File: src/rtl/mmio_write_queue_pkg.sv
// Shared types and constants for the display-window store queue.
// Window constants, the queued write record and the window-decode helper.
package mmio_pkg;

    localparam logic [31:0] TUBE_BASE  = 32'h7f50;
    localparam int          TUBE_SPAN  = 8;
    localparam int          DROP_CNT_W = 16;

    typedef struct packed {
        logic [31:0] addr;
        logic [3:0]  byteen;
        logic [31:0] wdata;
    } mmio_wr_t;

    // True when a lies inside [base, base+span-1]; 33-bit math avoids wrap at the top of memory.
    function automatic logic in_window(input logic [31:0] a, input logic [31:0] base, input int span);
        logic [32:0] lo;
        logic [32:0] hi;
        lo = {1'b0, base};
        hi = {1'b0, base} + 33'(span) - 33'd1;
        return ({1'b0, a} >= lo) && ({1'b0, a} <= hi);
    endfunction

endpackage

File: src/rtl/mmio_write_queue_if.sv
// Store-request and peripheral write-bus bundle for mmio_write_queue.
// master: CPU/bridge side plus downstream ready; slave: the queue itself.
interface mmio_write_queue_if;

    logic        req_valid;
    logic [31:0] req_addr;
    logic [3:0]  req_byteen;
    logic [31:0] req_wdata;
    logic        req_ready;
    logic        dev_ready;
    logic [3:0]  byteen;
    logic [31:0] Addr;
    logic [31:0] WD;

    modport master (
        output req_valid, req_addr, req_byteen, req_wdata, dev_ready,
        input  req_ready, byteen, Addr, WD
    );

    modport slave (
        input  req_valid, req_addr, req_byteen, req_wdata, dev_ready,
        output req_ready, byteen, Addr, WD
    );

endinterface

File: src/rtl/mmio_write_queue_mem.sv
// Entry storage for mmio_write_queue: DEPTH records, one write port, one async read port.
// A merge write ORs in the new lane enables and overwrites only the enabled data lanes,
// leaving the stored address untouched. Storage is deliberately not reset.
module mmio_wq_mem
    import mmio_pkg::*;
#(
    parameter  int DEPTH = 4,
    localparam int AW    = $clog2(DEPTH)
) (
    input  logic          clk,
    input  logic          wr_en,
    input  logic          wr_merge,
    input  logic [AW-1:0] wr_idx,
    input  mmio_wr_t      wr_ent,
    input  logic [AW-1:0] rd_idx,
    output mmio_wr_t      rd_ent
);

    logic [31:0] addr_q   [DEPTH];
    logic [3:0]  byteen_q [DEPTH];
    logic [31:0] rd_wdata;

    // Address is written only when a fresh entry is allocated.
    always_ff @(posedge clk) begin
        if (wr_en && !wr_merge) begin
            addr_q[wr_idx] <= wr_ent.addr;
        end
    end

    // Lane enables accumulate on merge, replace on allocation.
    always_ff @(posedge clk) begin
        if (wr_en) begin
            byteen_q[wr_idx] <= wr_merge ? (byteen_q[wr_idx] | wr_ent.byteen) : wr_ent.byteen;
        end
    end

    for (genvar gi = 0; gi < 4; gi++) begin : g_lane
        logic [7:0] lane_q [DEPTH];

        // Per-lane data write: all lanes on allocation, only enabled lanes on merge.
        always_ff @(posedge clk) begin
            if (wr_en && (!wr_merge || wr_ent.byteen[gi])) begin
                lane_q[wr_idx] <= wr_ent.wdata[8*gi +: 8];
            end
        end

        assign rd_wdata[8*gi +: 8] = lane_q[rd_idx];
    end

    assign rd_ent = '{addr: addr_q[rd_idx], byteen: byteen_q[rd_idx], wdata: rd_wdata};

endmodule

File: src/rtl/mmio_write_queue.sv
// Store queue between the bridge store path and the digital-tube register block.
// Filters out-of-window / empty-lane stores (counting them), buffers the rest FIFO-style
// and presents the head on byteen/Addr/WD, zeros when empty.
// Optional feature: define MMIO_WRITE_MERGE_EN to merge same-word stores into the tail.
module mmio_write_queue
    import mmio_pkg::*;
#(
    parameter  int          DEPTH     = 4,
    parameter  logic [31:0] BASE_ADDR = TUBE_BASE,
    parameter  int          SPAN      = TUBE_SPAN,
    localparam int          AW        = $clog2(DEPTH),
    localparam int          LW        = AW + 1
) (
    input  logic                  clk,
    input  logic                  reset,
    mmio_write_queue_if.slave     bus,
    output logic [LW-1:0]         level,
    output logic [DROP_CNT_W-1:0] drop_cnt
);

    logic [AW:0]           wr_ptr_q, wr_ptr_d;
    logic [AW:0]           rd_ptr_q, rd_ptr_d;
    logic [LW-1:0]         level_q, level_d;
    logic [DROP_CNT_W-1:0] drop_cnt_q, drop_cnt_d;

    logic     full, accept, push_ok, drop, pop, merge, push;
    logic     wr_en;
    logic [AW-1:0] wr_idx;
    mmio_wr_t req_ent, head_ent;

    assign full      = (wr_ptr_q[AW] != rd_ptr_q[AW]) && (wr_ptr_q[AW-1:0] == rd_ptr_q[AW-1:0]);
    assign bus.req_ready = !full;
    assign accept    = bus.req_valid && !full;
    assign push_ok   = accept && in_window(bus.req_addr, BASE_ADDR, SPAN) && (bus.req_byteen != 4'b0);
    assign drop      = accept && !push_ok;
    assign pop       = (level_q != '0) && bus.dev_ready;

`ifdef MMIO_WRITE_MERGE_EN
    logic [29:0] tail_word_q;

    // The tail is only mergeable if it is not leaving the queue at this same edge.
    assign merge = push_ok && (level_q != '0) && (bus.req_addr[31:2] == tail_word_q)
                   && !((level_q == LW'(1)) && bus.dev_ready);

    // Remember the word address of the most recently allocated entry.
    always_ff @(posedge clk or negedge reset) begin
        if (!reset) begin
            tail_word_q <= '0;
        end else if (push) begin
            tail_word_q <= bus.req_addr[31:2];
        end
    end
`else
    assign merge = 1'b0;
`endif

    assign push    = push_ok && !merge;
    assign wr_en   = push || merge;
    assign wr_idx  = merge ? (wr_ptr_q[AW-1:0] - AW'(1)) : wr_ptr_q[AW-1:0];
    assign req_ent = '{addr: bus.req_addr, byteen: bus.req_byteen, wdata: bus.req_wdata};

    mmio_wq_mem #(.DEPTH(DEPTH)) u_mem (
        .clk      (clk),
        .wr_en    (wr_en),
        .wr_merge (merge),
        .wr_idx   (wr_idx),
        .wr_ent   (req_ent),
        .rd_idx   (rd_ptr_q[AW-1:0]),
        .rd_ent   (head_ent)
    );

    // Next-state for pointers, occupancy and the saturating drop counter.
    always_comb begin
        wr_ptr_d   = wr_ptr_q + (AW+1)'(push);
        rd_ptr_d   = rd_ptr_q + (AW+1)'(pop);
        level_d    = level_q + LW'(push) - LW'(pop);
        drop_cnt_d = drop_cnt_q;
        if (drop && (drop_cnt_q != '1)) begin
            drop_cnt_d = drop_cnt_q + 1'b1;
        end
    end

    // Queue state registers; the async reset empties the queue and clears the counter.
    always_ff @(posedge clk or negedge reset) begin
        if (!reset) begin
            wr_ptr_q   <= '0;
            rd_ptr_q   <= '0;
            level_q    <= '0;
            drop_cnt_q <= '0;
        end else begin
            wr_ptr_q   <= wr_ptr_d;
            rd_ptr_q   <= rd_ptr_d;
            level_q    <= level_d;
            drop_cnt_q <= drop_cnt_d;
        end
    end

    // Head is visible only while something is queued.
    assign bus.byteen = (level_q != '0) ? head_ent.byteen : 4'b0;
    assign bus.Addr   = (level_q != '0) ? head_ent.addr   : 32'h0;
    assign bus.WD     = (level_q != '0) ? head_ent.wdata  : 32'h0;
    assign level      = level_q;
    assign drop_cnt   = drop_cnt_q;

endmodule
File: src/flat_wrapper.sv
// flat-port wrapper written by rule: the top's interface ports become plain ports
module mmio_write_queue_flat import mmio_pkg::*;
#(
    parameter  int          DEPTH     = 4,
    parameter  logic [31:0] BASE_ADDR = TUBE_BASE,
    parameter  int          SPAN      = TUBE_SPAN,
    localparam int          AW        = $clog2(DEPTH),
    localparam int          LW        = AW + 1
)
  (clk, reset, level, drop_cnt, bus_req_valid, bus_req_addr, bus_req_byteen, bus_req_wdata, bus_dev_ready, bus_req_ready, bus_byteen, bus_Addr, bus_WD);
  mmio_write_queue_if bus_i ();
  input  logic clk;
  input  logic reset;
  output logic [LW-1:0] level;
  output logic [DROP_CNT_W-1:0] drop_cnt;
  input wire logic [$bits(bus_i.req_valid)-1:0] bus_req_valid;
  input wire logic [$bits(bus_i.req_addr)-1:0] bus_req_addr;
  input wire logic [$bits(bus_i.req_byteen)-1:0] bus_req_byteen;
  input wire logic [$bits(bus_i.req_wdata)-1:0] bus_req_wdata;
  input wire logic [$bits(bus_i.dev_ready)-1:0] bus_dev_ready;
  output wire logic [$bits(bus_i.req_ready)-1:0] bus_req_ready;
  output wire logic [$bits(bus_i.byteen)-1:0] bus_byteen;
  output wire logic [$bits(bus_i.Addr)-1:0] bus_Addr;
  output wire logic [$bits(bus_i.WD)-1:0] bus_WD;
  assign bus_i.req_valid = bus_req_valid;
  assign bus_i.req_addr = bus_req_addr;
  assign bus_i.req_byteen = bus_req_byteen;
  assign bus_i.req_wdata = bus_req_wdata;
  assign bus_i.dev_ready = bus_dev_ready;
  assign bus_req_ready = bus_i.req_ready;
  assign bus_byteen = bus_i.byteen;
  assign bus_Addr = bus_i.Addr;
  assign bus_WD = bus_i.WD;
  mmio_write_queue #(.DEPTH(DEPTH), .BASE_ADDR(BASE_ADDR), .SPAN(SPAN)) u_core (.clk(clk), .reset(reset), .bus(bus_i), .level(level), .drop_cnt(drop_cnt));
endmodule
File: config.mk
export PLATFORM = sky130hd
export DESIGN_NAME = mmio_write_queue_flat
export DESIGN_NICKNAME = d
export VERILOG_FILES = /design/src/rtl/mmio_write_queue_pkg.sv /design/src/rtl/mmio_write_queue_if.sv /design/src/rtl/mmio_write_queue_mem.sv /design/src/rtl/mmio_write_queue.sv /design/src/flat_wrapper.sv
export SDC_FILE = /design/constraint.sdc
export NUM_CORES = 1
export LEC_CHECK = 0
export BUFFER_PORTS_ARGS = -buffer_cell sky130_fd_sc_hd__clkbuf_2
export CORE_ASPECT_RATIO = 0.75
export CORE_MARGIN = 4
export CORE_UTILIZATION = 30
export CTS_BUF_LIST = sky130_fd_sc_hd__clkbuf_16
export DETAILED_ROUTE_END_ITERATION = 7
export SLEW_MARGIN = 10
export SYNTH_ARGS = -nofsm -noshare
export SYNTH_HDL_FRONTEND = slang
export SYNTH_HIERARCHICAL = 1
export SYNTH_SLANG_ARGS = --single-unit
File: constraint.sdc
create_clock -name clk -period 3.3 [get_ports clk]
set_input_delay 0.165 -clock clk [delete_from_list [all_inputs] [get_ports clk]]
set_output_delay 0.165 -clock clk [all_outputs]
set_load 0.02 [all_outputs]
* Yosys cells after proc, flatten, opt, wreduce, memory -nomap -nowiden
Memory sizes are Yosys's and may differ from the RTL's.
Index checks and enable logic that the tools add are counted.
** Cells by class
- Add/sub/neg operators :: 5
- Multipliers :: 0
- Divide/modulo/power cells :: 0
- $lt $le $gt $ge :: 2
- Eq/ne operators :: 3
- Shift operators :: 0
- Mux-type cells :: 5
- Bitwise operators :: 0
- Reductions and logical operators :: 12
** Operator list (count)
- 32-bit 2-to-1 mux :: 2
- 32-bit by 15-bit >= comparator with 1-bit output, second input constant :: 1
- 32-bit by 15-bit less-or-equal comparator with 1-bit output, second input constant :: 1
- 16-bit by 1-bit adder with 16-bit output, second input constant :: 1
- 16-bit != test, second input constant :: 1
- 3-bit by 1-bit adder with 3-bit output :: 3
- 1-bit logical AND :: 8
- 4-bit 2-to-1 mux :: 1
- 4-bit nonzero test :: 1
- 3-bit nonzero test :: 1
- 3-bit by 1-bit subtractor with 3-bit output :: 1
- 2-bit == test :: 1
- 1-bit zero test :: 2
- 1-bit 2-to-1 mux :: 2
- 1-bit != test :: 1
** Word-level totals
- Register bits :: 25
- Bits in latches :: 0
- Bits in writable memories :: 272
- Memory bits (read-only) :: 0
- Bits of input ports :: 72
- Logic and storage cells :: 37
- Memories :: 6
** Memories
- u_core.u_mem.addr_q :: words 4, width 32, read ports 1, clocked after Yosys merged registers in 0, write ports 1, RTL line mmio_write_queue_mem.sv:19 : logic [31:0] addr_q [DEPTH];
- u_core.u_mem.g_lane[0].lane_q :: words 4, width 8, read ports 1, clocked after Yosys merged registers in 0, write ports 1, RTL line mmio_write_queue_mem.sv:38 : logic [7:0] lane_q [DEPTH];
- u_core.u_mem.g_lane[1].lane_q :: words 4, width 8, read ports 1, clocked after Yosys merged registers in 0, write ports 1, RTL line mmio_write_queue_mem.sv:38
- u_core.u_mem.g_lane[2].lane_q :: words 4, width 8, read ports 1, clocked after Yosys merged registers in 0, write ports 1, RTL line mmio_write_queue_mem.sv:38
- u_core.u_mem.g_lane[3].lane_q :: words 4, width 8, read ports 1, clocked after Yosys merged registers in 0, write ports 1, RTL line mmio_write_queue_mem.sv:38
- u_core.u_mem.byteen_q :: words 4, width 4, read ports 1, clocked after Yosys merged registers in 0, write ports 1, RTL line mmio_write_queue_mem.sv:20 : logic [3:0] byteen_q [DEPTH];

* Longest topological paths before layout
Gate-level depths: netlist of run 1.
- Word-level depth :: 9
- Mapped depth :: 12

* By module
The synthesis of run 1 kept the hierarchy.
** Modules (own cells, without submodules)
- mmio_wq_mem :: times used 1, cells an instance 409, area an instance 10132.2 um^2
- mmio_write_queue :: times used 1, cells an instance 195, area an instance 1858.0 um^2

* Least setup slack after synthesis of run 1
Ideal clock, no wire load.
- Path kind :: input to register
- Start point :: input port bus_req_addr[19]
- End point :: memory u_core.u_mem.addr_q[0][0] (enable)
- Library setup time :: 0.421 ns
- Data arrival time :: 3.179 ns
- Slack :: -0.300 ns
- Stages on the path :: 8
- Path through :: nor4b_1 -> and4_1 -> nand4_4 -> buf_6 -> nor2_1 -> or3b_2 -> clkbuf_1 -> nor2_1
** Between the ends
- Cells in the longest elaborated chain, start to end :: 6
- Elaborated cells between the ends (all ways) :: 7
- Classes of those cells :: order compare: 2; mux: 2; reduce/logical: 3
** RTL lines
- start, declared :: RTL line flat_wrapper.sv:17 : input wire logic [$bits(bus_i.req_addr)-1:0] bus_req_addr;
- 32-bit by 15-bit >= comparator with 1-bit output or 32-bit by 15-bit less-or-equal comparator with 1-bit output (tied branches) :: RTL line mmio_write_queue_pkg.sv:21 : return ({1'b0, a} >= lo) && ({1'b0, a} <= hi);
- 1-bit logical AND (*) :: RTL line mmio_write_queue_pkg.sv:21
- 1-bit logical AND (*) (2 in a row) :: RTL line mmio_write_queue.sv:34 : assign push_ok = accept && in_window(bus.req_addr, BASE_ADDR, SPAN) && (bus.req_byteen != 4'b0);
- net u_core.push :: RTL line mmio_write_queue.sv:26 : logic full, accept, push_ok, drop, pop, merge, push;
- 1-bit 2-to-1 mux (*) :: RTL line mmio_write_queue_mem.sv:25 : if (wr_en && !wr_merge) begin
- 1-bit 2-to-1 mux (implied by the code) (*) :: RTL line mmio_write_queue_mem.sv:26 : addr_q[wr_idx] <= wr_ent.addr;
- end, declared :: RTL line mmio_write_queue_mem.sv:19
The timed path passes the listed nets; every way through them passes the cells marked *.

* Worst setup path in the final report of run 1
- Start point :: input port bus_req_addr[26]
- End point :: register u_core.level_q[2], in the netlist u_core/level[2]
** Between the ends
- Cells in the longest elaborated chain, start to end :: 6
- Elaborated cells between the ends (all ways) :: 7
- Classes of those cells :: add/sub: 2; order compare: 2; reduce/logical: 3
** RTL lines
- 32-bit by 15-bit >= comparator with 1-bit output or 32-bit by 15-bit less-or-equal comparator with 1-bit output (tied branches) :: RTL line mmio_write_queue_pkg.sv:21
- 1-bit logical AND (*) :: RTL line mmio_write_queue_pkg.sv:21
- 1-bit logical AND (*) (2 in a row) :: RTL line mmio_write_queue.sv:34
- net u_core.push :: RTL line mmio_write_queue.sv:26
- 3-bit by 1-bit adder with 3-bit output (*) :: RTL line mmio_write_queue.sv:76 : level_d = level_q + LW'(push) - LW'(pop);
- 3-bit by 1-bit subtractor with 3-bit output (*) :: RTL line mmio_write_queue.sv:76
- net u_core.level_d[2] :: RTL line mmio_write_queue.sv:23 : logic [LW-1:0] level_q, level_d;
- end signal, assigned :: RTL line mmio_write_queue.sv:93 : level_q <= level_d;
- end, declared :: RTL line mmio_write_queue.sv:23
Marked as above.
A chain may end at the register's enable or synchronous reset.

==> results.sh, run 1 <==
export IMPL_grt_pass1_wl_um=41100
export IMPL_power_leakage_nw=5.47
export IMPL_cts_sinks=297
export IMPL_p_clk_share_pct=30.6
export IMPL_port_buffers=159
export IMPL_cts_root_buf="clkbuf_16"
export IMPL_rsz0062_at_grt="false"
export IMPL_power_mw=11.5
export IMPL_synth_top_area_share_pct=68.1
export IMPL_synth_seq_cells=297
export IMPL_synth_flop_cell="edfxtp_1"
export IMPL_switching_share_pct=31.6
export IMPL_synth_edf_count=272
export IMPL_synth_most_common_cell="edfxtp_1"
export IMPL_syn_area_per_cell_um2=19.9
export IMPL_grt_antenna_before_repair=0
export IMPL_n_fill_cell=3607
export IMPL_post_cts_buffers=0
export IMPL_finalSetupViolations=0
export IMPL_dp_slack_ns=0.261
export IMPL_dieArea_um2=43300
export IMPL_fp_dieW_um=239
export IMPL_num_rows=63
export IMPL_grt_ovfl_total=0
export IMPL_cts_hold_buf=68
export IMPL_grt_max_degree=70
export IMPL_crit_required_ns=3.78
export IMPL_drcViolationCount=0
export IMPL_cap_violations=0
export IMPL_fin_cells=1407
export IMPL_period_share_pct=89.3
export IMPL_antennaDiodeCount=0
export IMPL_worst_slack_ns=0.353
export IMPL_seq_area_frac_synth_pct=73.3
export IMPL_synth_area_leader_cell="edfxtp_1"
export IMPL_synth_area_leaders="edfxtp_1 (68%), mux4_2 (13%), dfrtp_1 (5.2%), nor2b_1 (3.5%), xnor2_1 (1.3%)"
export IMPL_gp_congestion=0.719
export IMPL_clock_fmax_mhz=339
export IMPL_boundaryPins=160
export IMPL_grt_pass1_vias=6838
export IMPL_seqPwrFrac_pct=37.3
export IMPL_dp_hpwl_um=16200
export IMPL_finalHoldViolCount=0
export IMPL_tritoncts="built"
export IMPL_run_status="finished, final reports clean"
export IMPL_post_route_min_period_ns=2.95
export IMPL_path_max_fanout=6
export IMPL_drv_slew=0
export IMPL_synthArstFlopShare_pct=8.42
export IMPL_p_per_area_nw_per_um2=754
export IMPL_synth_nets=684
export IMPL_final_util_pct=38.7
export IMPL_critPathKind="input pin to register"
export IMPL_place_inst=1282
export IMPL_synth_common_cells="edfxtp_1 (272), mux4_2 (68), nor2b_1 (67)"
export IMPL_setup_tns_ns=0
export IMPL_start_kind="input pin"
export IMPL_cts_buffer_depth=3
export IMPL_comb_power_share_pct=32.1
export IMPL_p_sw_mw=3.64
export IMPL_wl_per_cell_um=18.9
export IMPL_clock_latency_ns=0.56
export IMPL_fin_nets=943
export IMPL_syn_to_final_growth_pct=27.4
export IMPL_cts_htree_levels=1
export IMPL_wl_um=26600
export IMPL_vias=6451
export IMPL_synth_cell_types=47
export IMPL_clk_pin_slew_ns=0.06
export IMPL_grt_usage_pct=12.3
export IMPL_min_delay_path_class="input pin to register"
export IMPL_fin_skew_ns=0.0130
export IMPL_relSlewSlack_pct=25.5
export IMPL_p_int_mw=7.87
export IMPL_viasPerCell=4.58
export IMPL_die_h_um=181
export IMPL_final_layout_size_suffix_gt1_share_pct=36.1
export IMPL_syn_inst=604
export IMPL_start_util_pct=30.4
export IMPL_yosys_warnings=6
export IMPL_firstDrtPassIters=4
export IMPL_end_kind="register"
export IMPL_drt_antenna_violating_nets=0
export IMPL_drt_iter0_markers=364
export IMPL_core_area_um2=39500
export IMPL_vdd_ir_drop_max_mv=0.492
export IMPL_synthesis_area_um2=12000
export IMPL_cts_buffers=31
export IMPL_worstMarginPinSlew_ns=1.12
export IMPL_arrival_ns=3.42
export IMPL_cts_resized=0
==> sequential cells by signal (all words and copies together), names as in the netlist <==
register                    cells
u_core/u_mem/addr_q           128
u_core/u_mem/g_lane.lane_q    128
u_core/drop_cnt                16
u_core/u_mem/byteen_q          16
u_core/level                    3
u_core/rd_ptr_q                 3
u_core/wr_ptr_q                 3
==> metal layers <==
layer	part of all wire, %	GRT usage [%]	vias to the layer above
met1	46	17.4	3348
met4	2.7	3.06	0
met2	47	19.6	143
met3	4.5	2.43	41
met5	0	0	-
li1	-	-	2919
==> cells by family (layout without fill, tap and decap cells) <==
logic type	count (synthesis)	count (layout)	synth area share [%]
AOI/OAI and AO/OA	11	11	0.897
xor gates and xnor gates	21	21	1.53
adders and majority gates	8	8	0.897
buffers and inverters	41	324	1.99
DFF	297	297	73.3
muxes	78	78	13.6
other	1	1	0.0313
and+or+nand+nor	147	147	7.66
==> path summary, 6_finish.rpt <==
kind | startpoint | end | slack, ns | cells after the start
setup / recovery | bus_req_addr[26] | u_core/level[2] | 0.35 | 13
hold / removal | bus_req_byteen[3] | u_core/u_mem/byteen_q[3][3] | 0.07 | 3
setup reg to reg | u_core/wr_ptr_q[0] | u_core/level[2] | 0.61 | 10
hold reg to reg | u_core/drop_cnt[15] | u_core/drop_cnt[15] | 0.49 | 1
max in group asynchronous | reset | u_core/rd_ptr_q[0] | 2.61 | 2
min in group asynchronous | reset | u_core/drop_cnt[4] | 0.17 | 2
==> layout make-up <==
cell class	count	area [µm²]	area share (%)
Clock inverter	26	263	1.72
Inverter	14	52.6	0.344
Sequential cell	297	8800	57.6
Tap cell	520	651	4.26
Timing Repair Buffer	253	1730	11.4
Clock buffer	31	776	5.08
Multi-Input combinational cell	266	2990	19.6
==> power groups by stage <==
stage / registers (mW) / clock network [mW] / logic (mW)
3_5_place_dp: 4.38 / 0 / 3.72
3_3_place_gp: 4.37 / 0 / 3.71
5_1_grt: 4.31 / 3.81 / 4.00
6_report: 4.29 / 3.52 / 3.69
2_1_floorplan: 4.42 / 0 / 2.58
4_1_cts: 4.30 / 3.65 / 3.80
==> cell usage in the layout, fill, tap and decap left out, types with 2 or more instances in the layout <==
cell,Yosys,routed
and2b_1,6,6
and3_1,4,4
and3_2,2,2
and4bb_1,2,2
buf_12,3,5
buf_4,4,21
bufinv_16,0,5
clkbuf_16,0,31
clkbuf_2,0,159
clkinv_1,0,5
clkinv_2,0,6
dfrtp_1,25,23
dfrtp_4,0,2
dlygate4sd3_1,0,68
edfxtp_1,272,272
ha_1,7,7
inv_1,14,19
inv_6,0,2
mux2i_1,9,9
mux4_2,68,68
nand2_1,4,4
nand2b_1,2,2
nand3_1,11,11
nand3b_1,2,2
nand4_1,6,6
nand4b_1,2,2
nor2_1,25,21
nor2_4,0,4
nor2b_1,67,67
nor3_4,1,2
nor4_1,4,4
o221ai_1,4,4
xnor2_1,18,18
xor2_1,3,3
==> critical path, cell delays in order <==
cell	delay [ns]
dlygate4sd3_1	0.53
clkbuf_2	0.14
nor4_1	0.48
and4_1	0.35
nand4_4	0.12
nor2_1	0.33
inv_1	0.09
ha_1	0.28
inv_1	0.04
ha_1	0.18
fa_1	0.38
xnor2_1	0.19
xnor2_1	0.14
==> through the flow <==
stage          cell area, µm²  hold slack, ns
6_report                15300          0.0697
5_1_grt                 15300          0.0747
2_1_floorplan           12000          -0.131
3_5_place_dp            13600           0.244
4_1_cts                 15300          0.0255
3_3_place_gp            13600           0.233
Note: power is estimated with default switching activity, not from simulation.
==> inputs of run 2 (changes only) <==
--- a/config.mk
+++ b/config.mk
@@ -5,14 +5,16 @@
 export SDC_FILE = /design/constraint.sdc
 export NUM_CORES = 1
 export LEC_CHECK = 0
-export BUFFER_PORTS_ARGS = -buffer_cell sky130_fd_sc_hd__clkbuf_2
 export CORE_ASPECT_RATIO = 0.75
 export CORE_MARGIN = 4
 export CORE_UTILIZATION = 30
 export CTS_BUF_LIST = sky130_fd_sc_hd__clkbuf_16
 export DETAILED_ROUTE_END_ITERATION = 7
+export DONT_BUFFER_PORTS = 1
+export MAX_ROUTING_LAYER = met4
 export SLEW_MARGIN = 10
 export SYNTH_ARGS = -nofsm -noshare
 export SYNTH_HDL_FRONTEND = slang
 export SYNTH_HIERARCHICAL = 1
 export SYNTH_SLANG_ARGS = --single-unit
+export TNS_END_PERCENT = 30
==> run 2 against run 1 <==
  * Hold slack improved by 0.0026 ns
  * Power shrank 7.7%
  * First-iteration DRC count grew 52%
  * Clock skew barely moved
  * Highest routed layer unchanged
==> results.sh, run 2 (synthesized netlist as in run 1, its figures left out) <==
export IMPL_fin_nets=789
export IMPL_die_h_um=181
export IMPL_syn_to_final_growth_pct=20.3
export IMPL_arrival_ns=2.77
export IMPL_cp_slowest_cell="buf_4"
export IMPL_crit_required_ns=3.13
export IMPL_dp_slack_ns=0.618
export IMPL_cts_resized=0
export IMPL_start_util_pct=30.4
export IMPL_grt_antenna_before_repair=0
export IMPL_fin_skew_ns=0.0127
export IMPL_rsz0062_at_grt="false"
export IMPL_min_delay_path_class="input pin to asynchronous set/reset pin"
export IMPL_power_leakage_nw=4.79
export IMPL_path_max_fanout=69
export IMPL_grt_max_degree=70
export IMPL_drv_slew=0
export IMPL_cts_sinks=297
export IMPL_worstMarginPinSlew_ns=1.17
export IMPL_end_kind="primary output"
export IMPL_run_status="finished, final reports clean"
export IMPL_grt_pass1_wl_um=40800
export IMPL_boundaryPins=160
export IMPL_post_route_min_period_ns=2.94
export IMPL_placed_cell_area_um2=12800
export IMPL_post_cts_buffers=0
export IMPL_finalHoldViolCount=0
export IMPL_start_kind="register"
export IMPL_critPathKind="register to primary output"
export IMPL_setup_tns_ns=0
export IMPL_drt_antenna_violating_nets=0
export IMPL_cts_hold_buf=71
export IMPL_vdd_ir_drop_max_mv=0.468
export IMPL_crit_chain="buf_4 -> mux4_2 -> nor2b_1"
export IMPL_clock_latency_ns=0.56
export IMPL_core_area_um2=39500
export IMPL_final_layout_size_suffix_gt1_share_pct=21.6
export IMPL_dieArea_um2=43300
export IMPL_cts_htree_levels=1
export IMPL_port_buffers=0
export IMPL_grt_ovfl_total=0
export IMPL_relSlewSlack_pct=21.8
export IMPL_wl_um=26800
export IMPL_drt_iter0_markers=554
export IMPL_vias=5921
export IMPL_design_area_um2=14400
export IMPL_period_share_pct=89.0
export IMPL_cts_buffers=30
export IMPL_worst_slack_ns=0.362
export IMPL_cts_buffer_depth=3
export IMPL_grt_usage_pct=12.7
export IMPL_num_rows=63
export IMPL_top_regs="u_core/u_mem/addr_q x128, u_core/u_mem/g_lane.lane_q x128"
export IMPL_holdWs_ns=0.0723
export IMPL_grt_pass1_vias=6232
export IMPL_clock_fmax_mhz=340
export IMPL_cts_root_buf="clkbuf_16"
export IMPL_p_per_area_nw_per_um2=736
export IMPL_antennaDiodeCount=0
export IMPL_final_cell_mix="edfxtp_1 (272), dlygate4sd3_1 (70), mux4_2 (68)"
export IMPL_drcViolationCount=0
export IMPL_final_common_cell="edfxtp_1"
export IMPL_tritoncts="built"
export IMPL_power_mw=10.6
export IMPL_n_fill_cell=3667
export IMPL_slowest_delay_ns=0.88
export IMPL_fp_dieW_um=239
export IMPL_dp_hpwl_um=16200
export IMPL_cap_violations=0
export IMPL_firstDrtPassIters=7
export IMPL_wl_per_cell_um=21.5
export IMPL_gp_congestion=0.728
export IMPL_finalSetupViolations=0
export IMPL_viasPerCell=4.74
export IMPL_clk_pin_slew_ns=0.06
-- run 2: changes by cell type in the layout (fill, tap and decap cells not counted), sizes merged --
| cell | delta |
|---|---|
| clkbuf | -160 |
| buf | +4 |
| bufinv | -3 |
| clkinv | -3 |
| dlygate4sd3 | +2 |
| inv | +2 |
| clkinvlp | +1 |
-- run 2: layer usage --
layer / global-route usage [%] / vias up / wire length, µm
li1: - / 2601 / -
met1: 17.7 / 3132 / 12100
met2: 19.6 / 159 / 12800
met3: 2.79 / 29 / 1450
met4: 2.34 / 0 / 481
met5: - / - / 0
-- run 2: worst paths after layout --
check,from,endpoint,slack (ns),cells after the start
max in group asynchronous,reset,u_core/rd_ptr_q[0],3.06,2
min in group clk,bus_req_valid,u_core/drop_cnt[7],0.10,5
min,reset,u_core/rd_ptr_q[1],0.07,2
min reg2reg,u_core/rd_ptr_q[2],u_core/rd_ptr_q[2],0.49,1
max,u_core/rd_ptr_q[1],bus_byteen[3],0.36,3
max reg2reg,u_core/wr_ptr_q[0],u_core/level[2],0.80,10
-- run 2: cell type report --
cell class                 instances  area, µm²  share of cell area [%]
clock buffer                      30        751                    5.21
clock inverter                    23        169                    1.17
inverter                          14       52.6                   0.364
multi-input combinational        266       2990                    20.8
sequential                       297       8800                    61.0
tap                              520        651                    4.51
timing repair buffer             100       1000                    6.94
-- run 2: per-stage QoR --
stage          utilization (%)  cells
6_report                  36.5   1250
5_1_grt                   36.5   1250
4_1_cts                   36.5   1250
3_5_place_dp              32.4   1126
3_3_place_gp              32.4   1126
2_1_floorplan                -    604
-- run 2: power by group --
group,internal [mW],switching (mW)
Clock,1.80,1.37
Sequential,4.19,0.192
Combinational,1.18,1.88
Total,7.17,3.45
-- run 2: critical path: cells and delay by family (launching register included) --
family	cells	cell delay, ns
buffers and inverters	1	0.88
flip-flops	1	0.41
multiplexers	1	0.44
AND/OR/NAND/NOR	1	0.46
==> inputs of run 3 (changes only) <==
--- a/config.mk
+++ b/config.mk
@@ -5,13 +5,14 @@
 export SDC_FILE = /design/constraint.sdc
 export NUM_CORES = 1
 export LEC_CHECK = 0
+export BUFFER_PORTS_ARGS = -buffer_cell sky130_fd_sc_hd__clkbuf_2
 export CORE_ASPECT_RATIO = 0.75
 export CORE_MARGIN = 4
 export CORE_UTILIZATION = 30
 export CTS_BUF_LIST = sky130_fd_sc_hd__clkbuf_16
 export DETAILED_ROUTE_END_ITERATION = 7
-export DONT_BUFFER_PORTS = 1
 export MAX_ROUTING_LAYER = met4
+export PLACE_DENSITY = 0.47
 export SLEW_MARGIN = 10
 export SYNTH_ARGS = -nofsm -noshare
 export SYNTH_HDL_FRONTEND = slang
==> run 3 against run 2 <==
  * Core utilization increased by 2.4 points
  * Setup slack got worse by 0.053 ns
  * Register-to-register slack hardly changed
  * Flip-flop and latch count stayed put
  * Global-route usage grew 0.47 points
  * Clock power increased by 21%
  * Clock skew is 0.00089 ns lower
  * Combinational power rose by 21%
  * Critical path depth is 2 higher
  * Sequential power is 2% lower
  * Non-clock buffer count up 153
==> results.sh, run 3 (synthesized netlist as in run 1, its figures left out) <==
export IMPL_m1WireLength_um=12900
export IMPL_p_per_area_nw_per_um2=771
export IMPL_rsz0062_at_grt="false"
export IMPL_grt_antenna_before_repair=1
export IMPL_gp_congestion=0.724
export IMPL_cts_buffer_depth=3
export IMPL_comb_power_share_pct=31.3
export IMPL_seqPwrFrac_pct=36.3
export IMPL_end_kind="primary output"
export IMPL_slowest_delay_ns=0.70
export IMPL_final_cell_mix="edfxtp_1 (272), clkbuf_2 (159), mux4_2 (68)"
export IMPL_top_regs="u_core/u_mem/addr_q x128, u_core/u_mem/g_lane.lane_q x128"
export IMPL_start_kind="register"
export IMPL_post_route_min_period_ns=2.99
export IMPL_switching_share_pct=31.2
export IMPL_vdd_ir_drop_max_mv=0.705
export IMPL_dr_wl_met2_um=12800
export IMPL_highest_layer="met4"
export IMPL_clock_fmax_mhz=334
export IMPL_viasPerCell=4.52
export IMPL_drt_antenna_violating_nets=0
export IMPL_power_leakage_nw=5.52
export IMPL_p_sw_mw=3.70
export IMPL_critPathKind="register to primary output"
export IMPL_grt_usage_pct=13.2
export IMPL_cts_root_buf="clkbuf_16"
export IMPL_fp_dieW_um=239
export IMPL_finalHoldViolCount=0
export IMPL_final_util_pct=38.9
export IMPL_critical_path_top_delay_family="buffers and inverters"
export IMPL_worstMarginPinSlew_ns=0.945
export IMPL_wl_um=27500
export IMPL_design_area_um2=15400
export IMPL_period_share_pct=90.6
export IMPL_cts_sinks=297
export IMPL_grt_pass1_wl_um=42300
export IMPL_fin_nets=946
export IMPL_fin_skew_ns=0.0118
export IMPL_start_util_pct=30.4
export IMPL_fin_cells=1410
export IMPL_run_status="finished, final reports clean"
export IMPL_path_max_fanout=43
export IMPL_tritoncts="built"
export IMPL_relSlewSlack_pct=37.0
export IMPL_port_buffers=159
export IMPL_grt_ovfl_total=0
export IMPL_dp_hpwl_um=17100
export IMPL_wl_met3_um=1230
export IMPL_cp_slowest_cell="buf_4"
export IMPL_min_delay_path_class="input pin to register"
export IMPL_holdWs_ns=0.0785
export IMPL_grt_pass1_vias=7007
export IMPL_p_clk_share_pct=32.5
export IMPL_core_area_um2=39500
export IMPL_crit_path_frequent_cell="buf_4"
export IMPL_dp_slack_ns=0.530
export IMPL_drcViolationCount=0
export IMPL_boundaryPins=160
export IMPL_firstDrtPassIters=4
export IMPL_drv_slew=0
export IMPL_num_rows=63
export IMPL_place_inst=1285
export IMPL_vias=6369
export IMPL_p_int_mw=8.16
export IMPL_dieArea_um2=43300
export IMPL_setup_tns_ns=0
export IMPL_cts_buffers=34
export IMPL_finalSetupViolations=0
export IMPL_worst_slack_ns=0.309
export IMPL_arrival_ns=2.83
export IMPL_drt_iter0_markers=262
export IMPL_crit_chain="buf_4 -> buf_4 -> mux4_2 -> nor2b_1 -> clkbuf_2"
export IMPL_die_h_um=181
export IMPL_cts_htree_levels=2
export IMPL_crit_required_ns=3.13
export IMPL_cp_num_buf_inv=3
export IMPL_grt_max_degree=69
export IMPL_final_layout_size_suffix_gt1_share_pct=36.3
export IMPL_placed_cell_area_um2=13600
export IMPL_power_mw=11.9
export IMPL_wl_per_cell_um=19.5
export IMPL_clock_latency_ns=0.51
export IMPL_final_common_cell="edfxtp_1"
export IMPL_syn_to_final_growth_pct=28.2
export IMPL_clk_pin_slew_ns=0.06
export IMPL_cap_violations=0
export IMPL_cts_resized=0
## run 3: changes by cell type in the layout (fill, tap and decap cells not counted)
cell           before  now
clkinv_8            1    0
buf_4              24   25
clkbuf_2            0  159
clkinv_1            4    6
dlygate4sd3_1      70   65
clkinv_2            4    0
clkinvlp_4          2    4
inv_1              23   20
clkbuf_16          30   37
bufinv_16           2    5
buf_12              6    4
diode_2             0    1
## run 3: routing by layer
metal | GRT usage, % | vias to the layer above
met2 | 19.9 | 132
met5 | - | -
met4 | 3.74 | 0
met3 | 2.61 | 44
li1 | - | 2916
met1 | 18.3 | 3277
## run 3: final timing paths
kind,from,end,slack (ns),depth (start not counted)
worst min-delay path,bus_req_byteen[2],u_core/u_mem/byteen_q[1][2],0.08,3
worst max register to register,u_core/wr_ptr_q[0],u_core/u_mem/addr_q[0][22],0.80,6
max in group asynchronous,reset,u_core/rd_ptr_q[0],2.57,2
min in group asynchronous,reset,u_core/drop_cnt[14],0.22,2
worst max-delay path,u_core/rd_ptr_q[1],bus_WD[30],0.31,5
worst min register to register,u_core/wr_ptr_q[2],u_core/wr_ptr_q[2],0.48,1
## run 3: power by group through the flow
stage / Combinational, mW / Sequential, mW / Clock [mW]
3_3_place_gp: 3.77 / 4.38 / 0
4_1_cts: 3.84 / 4.30 / 3.98
3_5_place_dp: 3.76 / 4.38 / 0
6_report: 3.71 / 4.30 / 3.85
5_1_grt: 4.03 / 4.32 / 4.18
2_1_floorplan: 2.58 / 4.42 / 0
## run 3: repair_timing
item,4_1_cts,5_1_grt
endpoints found under the hold margin,281,0
setup buffers,0,0
hold buffers,65,0
## run 3: layout make-up
class	instances	area, µm²
flip-flops and latches	297	8800
diodes	1	2.50
multi-input cells	266	2990
repair buffers	253	1710
clock buffers	37	926
inverters	14	52.6
fillers	3614	24100
well taps	520	651
clock inverters	22	234
## run 3: worst register-to-register path, stage by stage (launching register included)
cell	delay (ns)
dfrtp_1	0.46
xnor2_1	0.19
a31o_2	0.32
nor2_1	0.21
or3b_2	0.60
nor2_4	0.15
buf_12	0.24
